## src/rtl/alu_pkg.sv

```systemverilog
// Shared constants and decoded-control payload for the ALU decode stage.
package alu_pkg;

  localparam int unsigned XLEN_DEF = 32;
  localparam int unsigned ILEN     = 32;
  localparam int unsigned SEL_W    = 4;
  localparam int unsigned REG_W    = 5;
  localparam int unsigned OPC_W    = 7;

  localparam logic [SEL_W-1:0] ALU_ADD  = 4'b0000;
  localparam logic [SEL_W-1:0] ALU_SUB  = 4'b0001;
  localparam logic [SEL_W-1:0] ALU_SLL  = 4'b0010;
  localparam logic [SEL_W-1:0] ALU_SLT  = 4'b0100;
  localparam logic [SEL_W-1:0] ALU_SLTU = 4'b0110;
  localparam logic [SEL_W-1:0] ALU_XOR  = 4'b1000;
  localparam logic [SEL_W-1:0] ALU_SRL  = 4'b1010;
  localparam logic [SEL_W-1:0] ALU_SRA  = 4'b1011;
  localparam logic [SEL_W-1:0] ALU_OR   = 4'b1100;
  localparam logic [SEL_W-1:0] ALU_AND  = 4'b1110;

  localparam logic [OPC_W-1:0] OPC_OP     = 7'b0110011;
  localparam logic [OPC_W-1:0] OPC_OP_IMM = 7'b0010011;
  localparam logic [OPC_W-1:0] OPC_LUI    = 7'b0110111;
  localparam logic [OPC_W-1:0] OPC_AUIPC  = 7'b0010111;

  // Width-independent part of the decoded bundle; imm and pc travel alongside.
  typedef struct packed {
    logic [SEL_W-1:0] alu_select;
    logic [REG_W-1:0] rs1;
    logic [REG_W-1:0] rs2;
    logic [REG_W-1:0] rd;
    logic             use_imm;
    logic             use_pc;
    logic             reg_write;
    logic             illegal;
  } dec_ctrl_t;

endpackage

```

## src/rtl/alu_decode_comb.sv

```systemverilog
// Combinational decoder: instruction word -> ALU control bundle and immediate.
module alu_decode_comb
  import alu_pkg::*;
#(
  parameter int unsigned XLEN = 32
) (
  input  logic [ILEN-1:0] instr,
  output dec_ctrl_t       ctrl_c,
  output logic [XLEN-1:0] imm_c
);

  logic [OPC_W-1:0] opcode;
  logic [2:0]       funct3;
  logic [6:0]       funct7;
  logic             legal;

  always_comb begin
    opcode = instr[6:0];
    funct3 = instr[14:12];
    funct7 = instr[31:25];
    ctrl_c = '0;
    imm_c  = '0;
    legal  = 1'b0;
    ctrl_c.rd  = instr[11:7];
    ctrl_c.rs1 = instr[19:15];
    ctrl_c.rs2 = instr[24:20];

    case (opcode)
      OPC_OP: begin
        legal = (funct7 == 7'b0000000) ||
                ((funct7 == 7'b0100000) && ((funct3 == 3'b000) || (funct3 == 3'b101)));
        ctrl_c.alu_select = {funct3, funct7[5]};
        ctrl_c.reg_write  = 1'b1;
      end
      OPC_OP_IMM: begin
        ctrl_c.rs2       = '0;
        ctrl_c.use_imm   = 1'b1;
        ctrl_c.reg_write = 1'b1;
        // Only shifts carry a funct7; ADDI with a negative immediate must stay ADD.
        case (funct3)
          3'b001: begin
            legal             = (funct7 == 7'b0000000);
            imm_c             = XLEN'(instr[24:20]);
            ctrl_c.alu_select = {funct3, 1'b0};
          end
          3'b101: begin
            legal             = (funct7 == 7'b0000000) || (funct7 == 7'b0100000);
            imm_c             = XLEN'(instr[24:20]);
            ctrl_c.alu_select = {funct3, instr[30]};
          end
          default: begin
            legal             = 1'b1;
            imm_c             = XLEN'($signed(instr[31:20]));
            ctrl_c.alu_select = {funct3, 1'b0};
          end
        endcase
      end
      OPC_LUI, OPC_AUIPC: begin
        legal             = 1'b1;
        ctrl_c.rs1        = '0;
        ctrl_c.rs2        = '0;
        ctrl_c.alu_select = ALU_ADD;
        ctrl_c.use_imm    = 1'b1;
        ctrl_c.use_pc     = (opcode == OPC_AUIPC);
        ctrl_c.reg_write  = 1'b1;
        imm_c             = XLEN'($signed({instr[31:12], 12'b0}));
      end
      default: legal = 1'b0;
    endcase

    // Undecodable words still flow downstream, but as an inert ADD with no writeback.
    if (!legal) begin
      ctrl_c.alu_select = ALU_ADD;
      ctrl_c.use_imm    = 1'b0;
      ctrl_c.use_pc     = 1'b0;
      ctrl_c.reg_write  = 1'b0;
      ctrl_c.rs1        = instr[19:15];
      ctrl_c.rs2        = instr[24:20];
      imm_c             = '0;
    end
    ctrl_c.illegal = !legal;
  end

endmodule

```

## src/rtl/alu_decode_stage.sv

```systemverilog
// Decode pipeline stage between fetch and execute: output register plus one-entry skid buffer.
module alu_decode_stage
  import alu_pkg::*;
#(
  parameter int unsigned XLEN = 32
) (
  input  logic            clk,
  input  logic            rst_n,
  input  logic            in_valid,
  output logic            in_ready,
  input  logic [31:0]     in_instr,
  input  logic [XLEN-1:0] in_pc,
  output logic            out_valid,
  input  logic            out_ready,
  output logic [3:0]      out_alu_select,
  output logic [4:0]      out_rs1,
  output logic [4:0]      out_rs2,
  output logic [4:0]      out_rd,
  output logic [XLEN-1:0] out_imm,
  output logic            out_use_imm,
  output logic            out_use_pc,
  output logic            out_reg_write,
  output logic            out_illegal,
  output logic [XLEN-1:0] out_pc
);

  dec_ctrl_t       dec_ctrl;
  logic [XLEN-1:0] dec_imm;

  logic            out_valid_q, out_valid_d;
  dec_ctrl_t       out_ctrl_q,  out_ctrl_d;
  logic [XLEN-1:0] out_imm_q,   out_imm_d;
  logic [XLEN-1:0] out_pc_q,    out_pc_d;
  logic            skid_valid_q, skid_valid_d;
  dec_ctrl_t       skid_ctrl_q,  skid_ctrl_d;
  logic [XLEN-1:0] skid_imm_q,   skid_imm_d;
  logic [XLEN-1:0] skid_pc_q,    skid_pc_d;

  logic accept;
  logic out_load;

  alu_decode_comb #(.XLEN(XLEN)) u_decode (
    .instr  (in_instr),
    .ctrl_c (dec_ctrl),
    .imm_c  (dec_imm)
  );

  // Output slot refills from the skid entry first so ordering stays FIFO.
  always_comb begin
    out_valid_d  = out_valid_q;
    out_ctrl_d   = out_ctrl_q;
    out_imm_d    = out_imm_q;
    out_pc_d     = out_pc_q;
    skid_valid_d = skid_valid_q;
    skid_ctrl_d  = skid_ctrl_q;
    skid_imm_d   = skid_imm_q;
    skid_pc_d    = skid_pc_q;
    accept       = in_valid && !skid_valid_q;
    out_load     = !out_valid_q || out_ready;

    if (out_load) begin
      if (skid_valid_q) begin
        out_valid_d  = 1'b1;
        out_ctrl_d   = skid_ctrl_q;
        out_imm_d    = skid_imm_q;
        out_pc_d     = skid_pc_q;
        skid_valid_d = 1'b0;
      end else begin
        out_valid_d = accept;
        if (accept) begin
          out_ctrl_d = dec_ctrl;
          out_imm_d  = dec_imm;
          out_pc_d   = in_pc;
        end
      end
    end else if (accept) begin
      skid_valid_d = 1'b1;
      skid_ctrl_d  = dec_ctrl;
      skid_imm_d   = dec_imm;
      skid_pc_d    = in_pc;
    end
  end

  always_ff @(posedge clk or negedge rst_n) begin
    if (!rst_n) begin
      out_valid_q  <= 1'b0;
      out_ctrl_q   <= '0;
      out_imm_q    <= '0;
      out_pc_q     <= '0;
      skid_valid_q <= 1'b0;
      skid_ctrl_q  <= '0;
      skid_imm_q   <= '0;
      skid_pc_q    <= '0;
    end else begin
      out_valid_q  <= out_valid_d;
      out_ctrl_q   <= out_ctrl_d;
      out_imm_q    <= out_imm_d;
      out_pc_q     <= out_pc_d;
      skid_valid_q <= skid_valid_d;
      skid_ctrl_q  <= skid_ctrl_d;
      skid_imm_q   <= skid_imm_d;
      skid_pc_q    <= skid_pc_d;
    end
  end

  assign in_ready       = !skid_valid_q;
  assign out_valid      = out_valid_q;
  assign out_alu_select = out_ctrl_q.alu_select;
  assign out_rs1        = out_ctrl_q.rs1;
  assign out_rs2        = out_ctrl_q.rs2;
  assign out_rd         = out_ctrl_q.rd;
  assign out_imm        = out_imm_q;
  assign out_use_imm    = out_ctrl_q.use_imm;
  assign out_use_pc     = out_ctrl_q.use_pc;
  assign out_reg_write  = out_ctrl_q.reg_write;
  assign out_illegal    = out_ctrl_q.illegal;
  assign out_pc         = out_pc_q;

endmodule
```

## config.mk

```make
export PLATFORM = sky130hd
export DESIGN_NAME = alu_decode_stage
export DESIGN_NICKNAME = d
export VERILOG_FILES = /design/src/rtl/alu_pkg.sv /design/src/rtl/alu_decode_comb.sv /design/src/rtl/alu_decode_stage.sv
export SDC_FILE = /design/constraint.sdc
export NUM_CORES = 1
export LEC_CHECK = 0
export BUFFER_PORTS_ARGS = -buffer_cell sky130_fd_sc_hd__buf_2
export CAP_MARGIN = 15
export CORE_ASPECT_RATIO = 1.1
export CORE_UTILIZATION = 47
export CTS_BUF_LIST = sky130_fd_sc_hd__clkbuf_16
export DETAILED_ROUTE_END_ITERATION = 8
export GPL_TIMING_DRIVEN = 1
export HOLD_SLACK_MARGIN = 0.03
export PLACE_DENSITY_LB_ADDON = 0.12
export SLEW_MARGIN = 20
export SYNTH_ARGS = -nofsm -noshare
export SYNTH_HDL_FRONTEND = slang
export SYNTH_SLANG_ARGS = --single-unit
export TNS_END_PERCENT = 30
```

## constraint.sdc

```tcl
create_clock -name clk -period 1.79 [get_ports clk]
set_input_delay 0.2685 -clock clk [delete_from_list [all_inputs] [get_ports clk]]
set_output_delay 0.2685 -clock clk [all_outputs]
set_load 0.05 [all_outputs]
```

==> results.json <==
{
  "status": "completed",
  "initial_core_util": 0.4831,
  "yosysWarnings": 0,
  "port_buffer_count": 156,
  "slew-limit-headroom": 0.6436,
  "first_pass_grt_wire_length_um": 31910,
  "vias": 6355,
  "cp_data_arrival_time_ns": 1.48,
  "synth.yosys.seq_area_share": 0.5793,
  "worst-path-max-fanout": 8,
  "finalWeightedCongestion": 0.8212,
  "cap_viol_max_count": 0,
  "path_cells": "inv_2 -> buf_4 -> buf_4",
  "drtPass1Iterations": 8,
  "cp-end-kind": "output pin",
  "num_io_pins": 157,
  "clock_sink_count": 176,
  "utilization": 0.6005,
  "antenna_left": 0,
  "critical_path.slowest_cell": "sky130_fd_sc_hd__dfrtp_4",
  "grt_setup_unrepaired": "false",
  "grt_overflow_total": 0,
  "cts.htree.levels": 4,
  "fin_total_pwr_mw": 10.71,
  "cts.path.max_buffers": 2,
  "post-cts-setup-buffer-count": 0,
  "timing_worst_slew_pin_value_ns": 0.5345,
  "number_of_hold_violations_in_the_final_report": 0,
  "core_area_um2": 15740,
  "totalWireLength_um": 19920,
  "remaining_drc_errors": 0,
  "grt_start_max_net_pins": 62,
  "drt_iter0_drc": 397,
  "number_of_setup_violations_in_the_final_report": 0,
  "crit_path_max_incr_delay_ns": 0.52,
  "cts_root_buffer": "sky130_fd_sc_hd__clkbuf_16",
  "ir_drop_v": 0.0006257,
  "fin_area_um2": 9449,
  "dpl-instance-area_um2": 8886,
  "floorplan.die.height_um": 135.4,
  "n_fill_cell": 1366,
  "max_freq_ghz": 0.5722,
  "cpLargestDelayFamily": "buffers and inverters",
  "register_area_um2": 4409,
  "mappedNetlistNets": 876,
  "clock_insertion_delay_at_the_later_pin_of_the_skew_report_ns": 0.42,
  "fp-row-count": 48,
  "first_global_vias": 6310,
  "netlist_area_um2": 7602,
  "detailedPlacementHpwl_um": 13680,
  "area_growth_syn_to_layout_pct": 24.29,
  "ys_ff_latch": 176,
  "synth_area_per_cell_um2": 9.409,
  "power_leakage_nw": 4.745,
  "async_flop_share": 1.000,
  "die_boundary_width_um": 123.3,
  "diodes": 0,
  "hp-class": "primary input to flop",
  "die_ar_um2": 16690,
  "worstPathBufferInverterCount": 3,
  "cell_repeated_most_along_the_worst_path": "sky130_fd_sc_hd__buf_4",
  "critPathRequiredTime_ns": 1.52,
  "worst-setup-path-type": "flop to output pin",
  "drive_above_1_share": 0.2531,
  "grt_use_total": 0.2511,
  "pwr_density_cell_nw_per_um2": 1134,
  "holdWs_ns": 0.05111,
  "clk_pin_slew_worst_paths_ns": 0.06,
  "synth-edff-count": 0,
  "period_share": 0.9764,
  "multi_input_area_um2": 2970,
  "finalClockSkew_ns": 0.006627,
  "num-nets-final": 1036,
  "yosysUniqueCellTypes": 43,
  "tritoncts": "built",
  "timing.final.crit_period_ns": 1.748,
  "final-max-slew-violation-count": 0,
  "dr_wl_cell_um": 16.88,
  "number_of_buffers_inserted_during_clock_tree_synthesis": 17,
  "fin_tns_setup_ns": 0,
  "initial_antenna_violation_count": 0,
  "routed_via_density": 5.386,
  "synth_top_flop_cell": "sky130_fd_sc_hd__dfrtp_1",
  "post_synth_inst_count": 808,
  "startpoint_type": "flop"
}
## layout by cell type, fill, tap and decap left out, types with 2 or more instances in the layout
cell type,instances
sky130_fd_sc_hd__nand2_1,228
sky130_fd_sc_hd__dfrtp_1,174
sky130_fd_sc_hd__buf_2,154
sky130_fd_sc_hd__a21oi_1,79
sky130_fd_sc_hd__o21ai_1,60
sky130_fd_sc_hd__o21ai_0,42
sky130_fd_sc_hd__mux2i_1,37
sky130_fd_sc_hd__buf_4,37
sky130_fd_sc_hd__and3_1,28
sky130_fd_sc_hd__nor2_1,20
sky130_fd_sc_hd__clkbuf_16,17
sky130_fd_sc_hd__nand3_1,14
sky130_fd_sc_hd__buf_12,9
sky130_fd_sc_hd__o211ai_1,6
sky130_fd_sc_hd__o21a_1,6
sky130_fd_sc_hd__clkinv_2,6
sky130_fd_sc_hd__inv_1,5
sky130_fd_sc_hd__or3b_1,5
sky130_fd_sc_hd__nor2b_1,4
sky130_fd_sc_hd__o31ai_1,4
sky130_fd_sc_hd__nand2b_1,3
sky130_fd_sc_hd__o31ai_2,3
sky130_fd_sc_hd__or4b_1,2
sky130_fd_sc_hd__nor3_1,2
sky130_fd_sc_hd__bufinv_16,2
sky130_fd_sc_hd__clkinv_1,2
sky130_fd_sc_hd__clkinvlp_4,2
## flip-flops by register name, summed over array words and instances, names as in the netlist
register and cells:
out_imm 32, out_pc 32, skid_imm_q 32, skid_pc_q 32, skid_ctrl_q 23, out_rd 5
out_rs1 5, out_rs2 5, out_alu_select 4, out_illegal 1, out_reg_write 1, out_use_imm 1
out_use_pc 1, out_valid 1, skid_valid_q 1
## repair_timing
action,CTS,global route
endpoints found under the hold margin,45,0
gates resized for setup,1,0
endpoints found under the setup margin,1,0
hold buffers,1,0
## where the power goes
part           switching, mW  internal, mW  total, mW
clock                   1.49          2.02       3.51
sequential             0.268          4.48       4.75
combinational           1.81         0.648       2.46
## worst paths after layout
kind,slack [ns],from,depth (start not counted),to
min reg2reg,0.47,out_pc[25],2,out_pc[25]
max reg2reg,0.16,out_valid,5,skid_pc_q[3]
max in group asynchronous,0.79,rst_n,3,out_rs2[4]
max,0.04,skid_valid_q,3,in_ready
min,0.05,in_pc[19],3,skid_pc_q[19]
min in group asynchronous,0.36,rst_n,2,skid_pc_q[9]
## area by class of cell
class | count | share of cell area
sequential | 176 | 0.4666
multi-input combinational | 566 | 0.3144
timing repair buffer | 202 | 0.1323
clock buffer | 17 | 0.04502
tap | 200 | 0.02648
clock inverter | 14 | 0.01324
inverter | 5 | 0.001986
## tightest hold or removal path, stage by stage
cell	delay [ns]
sky130_fd_sc_hd__buf_2	0.09
sky130_fd_sc_hd__nand2_1	0.04
sky130_fd_sc_hd__nand2_1	0.04
## cell usage after synthesis, drive strengths merged (2+ instances only)
cell / count / share of area
o21a: 6 / 0.0059
nor4: 2 / 0.0025
nand3: 15 / 0.0099
o21ai: 103 / 0.068
clkbuf: 52 / 0.026
or3b: 5 / 0.0058
mux2i: 37 / 0.049
dfrtp: 176 / 0.58
a21o: 2 / 0.0030
a21oi: 79 / 0.052
inv: 5 / 0.0025
nand2b: 4 / 0.0043
nand2: 228 / 0.11
or4b: 2 / 0.0026
o31ai: 8 / 0.012
nor3: 3 / 0.0026
o211ai: 6 / 0.0059
nor2b: 4 / 0.0033
buf: 9 / 0.0063
nor2: 21 / 0.010
and3: 29 / 0.024
## metal layers
metal,up-vias,routed length (µm),global-route usage
met5,-,0,0
met4,0,380,0.08300
met3,26,1218,0.05556
met2,199,10160,0.4367
met1,3073,8159,0.3063
li1,3057,-,-
## stage by stage
stage                     setup slack (ns)  cells
final                              0.04228   1180
after CTS                          0.02935   1180
after floorplan                   -0.02918    808
after global routing              0.005709   1180
after global placement             -0.1622   1148
after detailed placement           -0.1928   1148
## kinds of logic after synthesis
kind of cell | Yosys count | synth area share
flops | 176 | 0.5793
buf+inv | 66 | 0.03440
compound gates | 211 | 0.1544
simple gates | 317 | 0.1817
mux | 38 | 0.05020
Power figures use the tool's default switching activity.
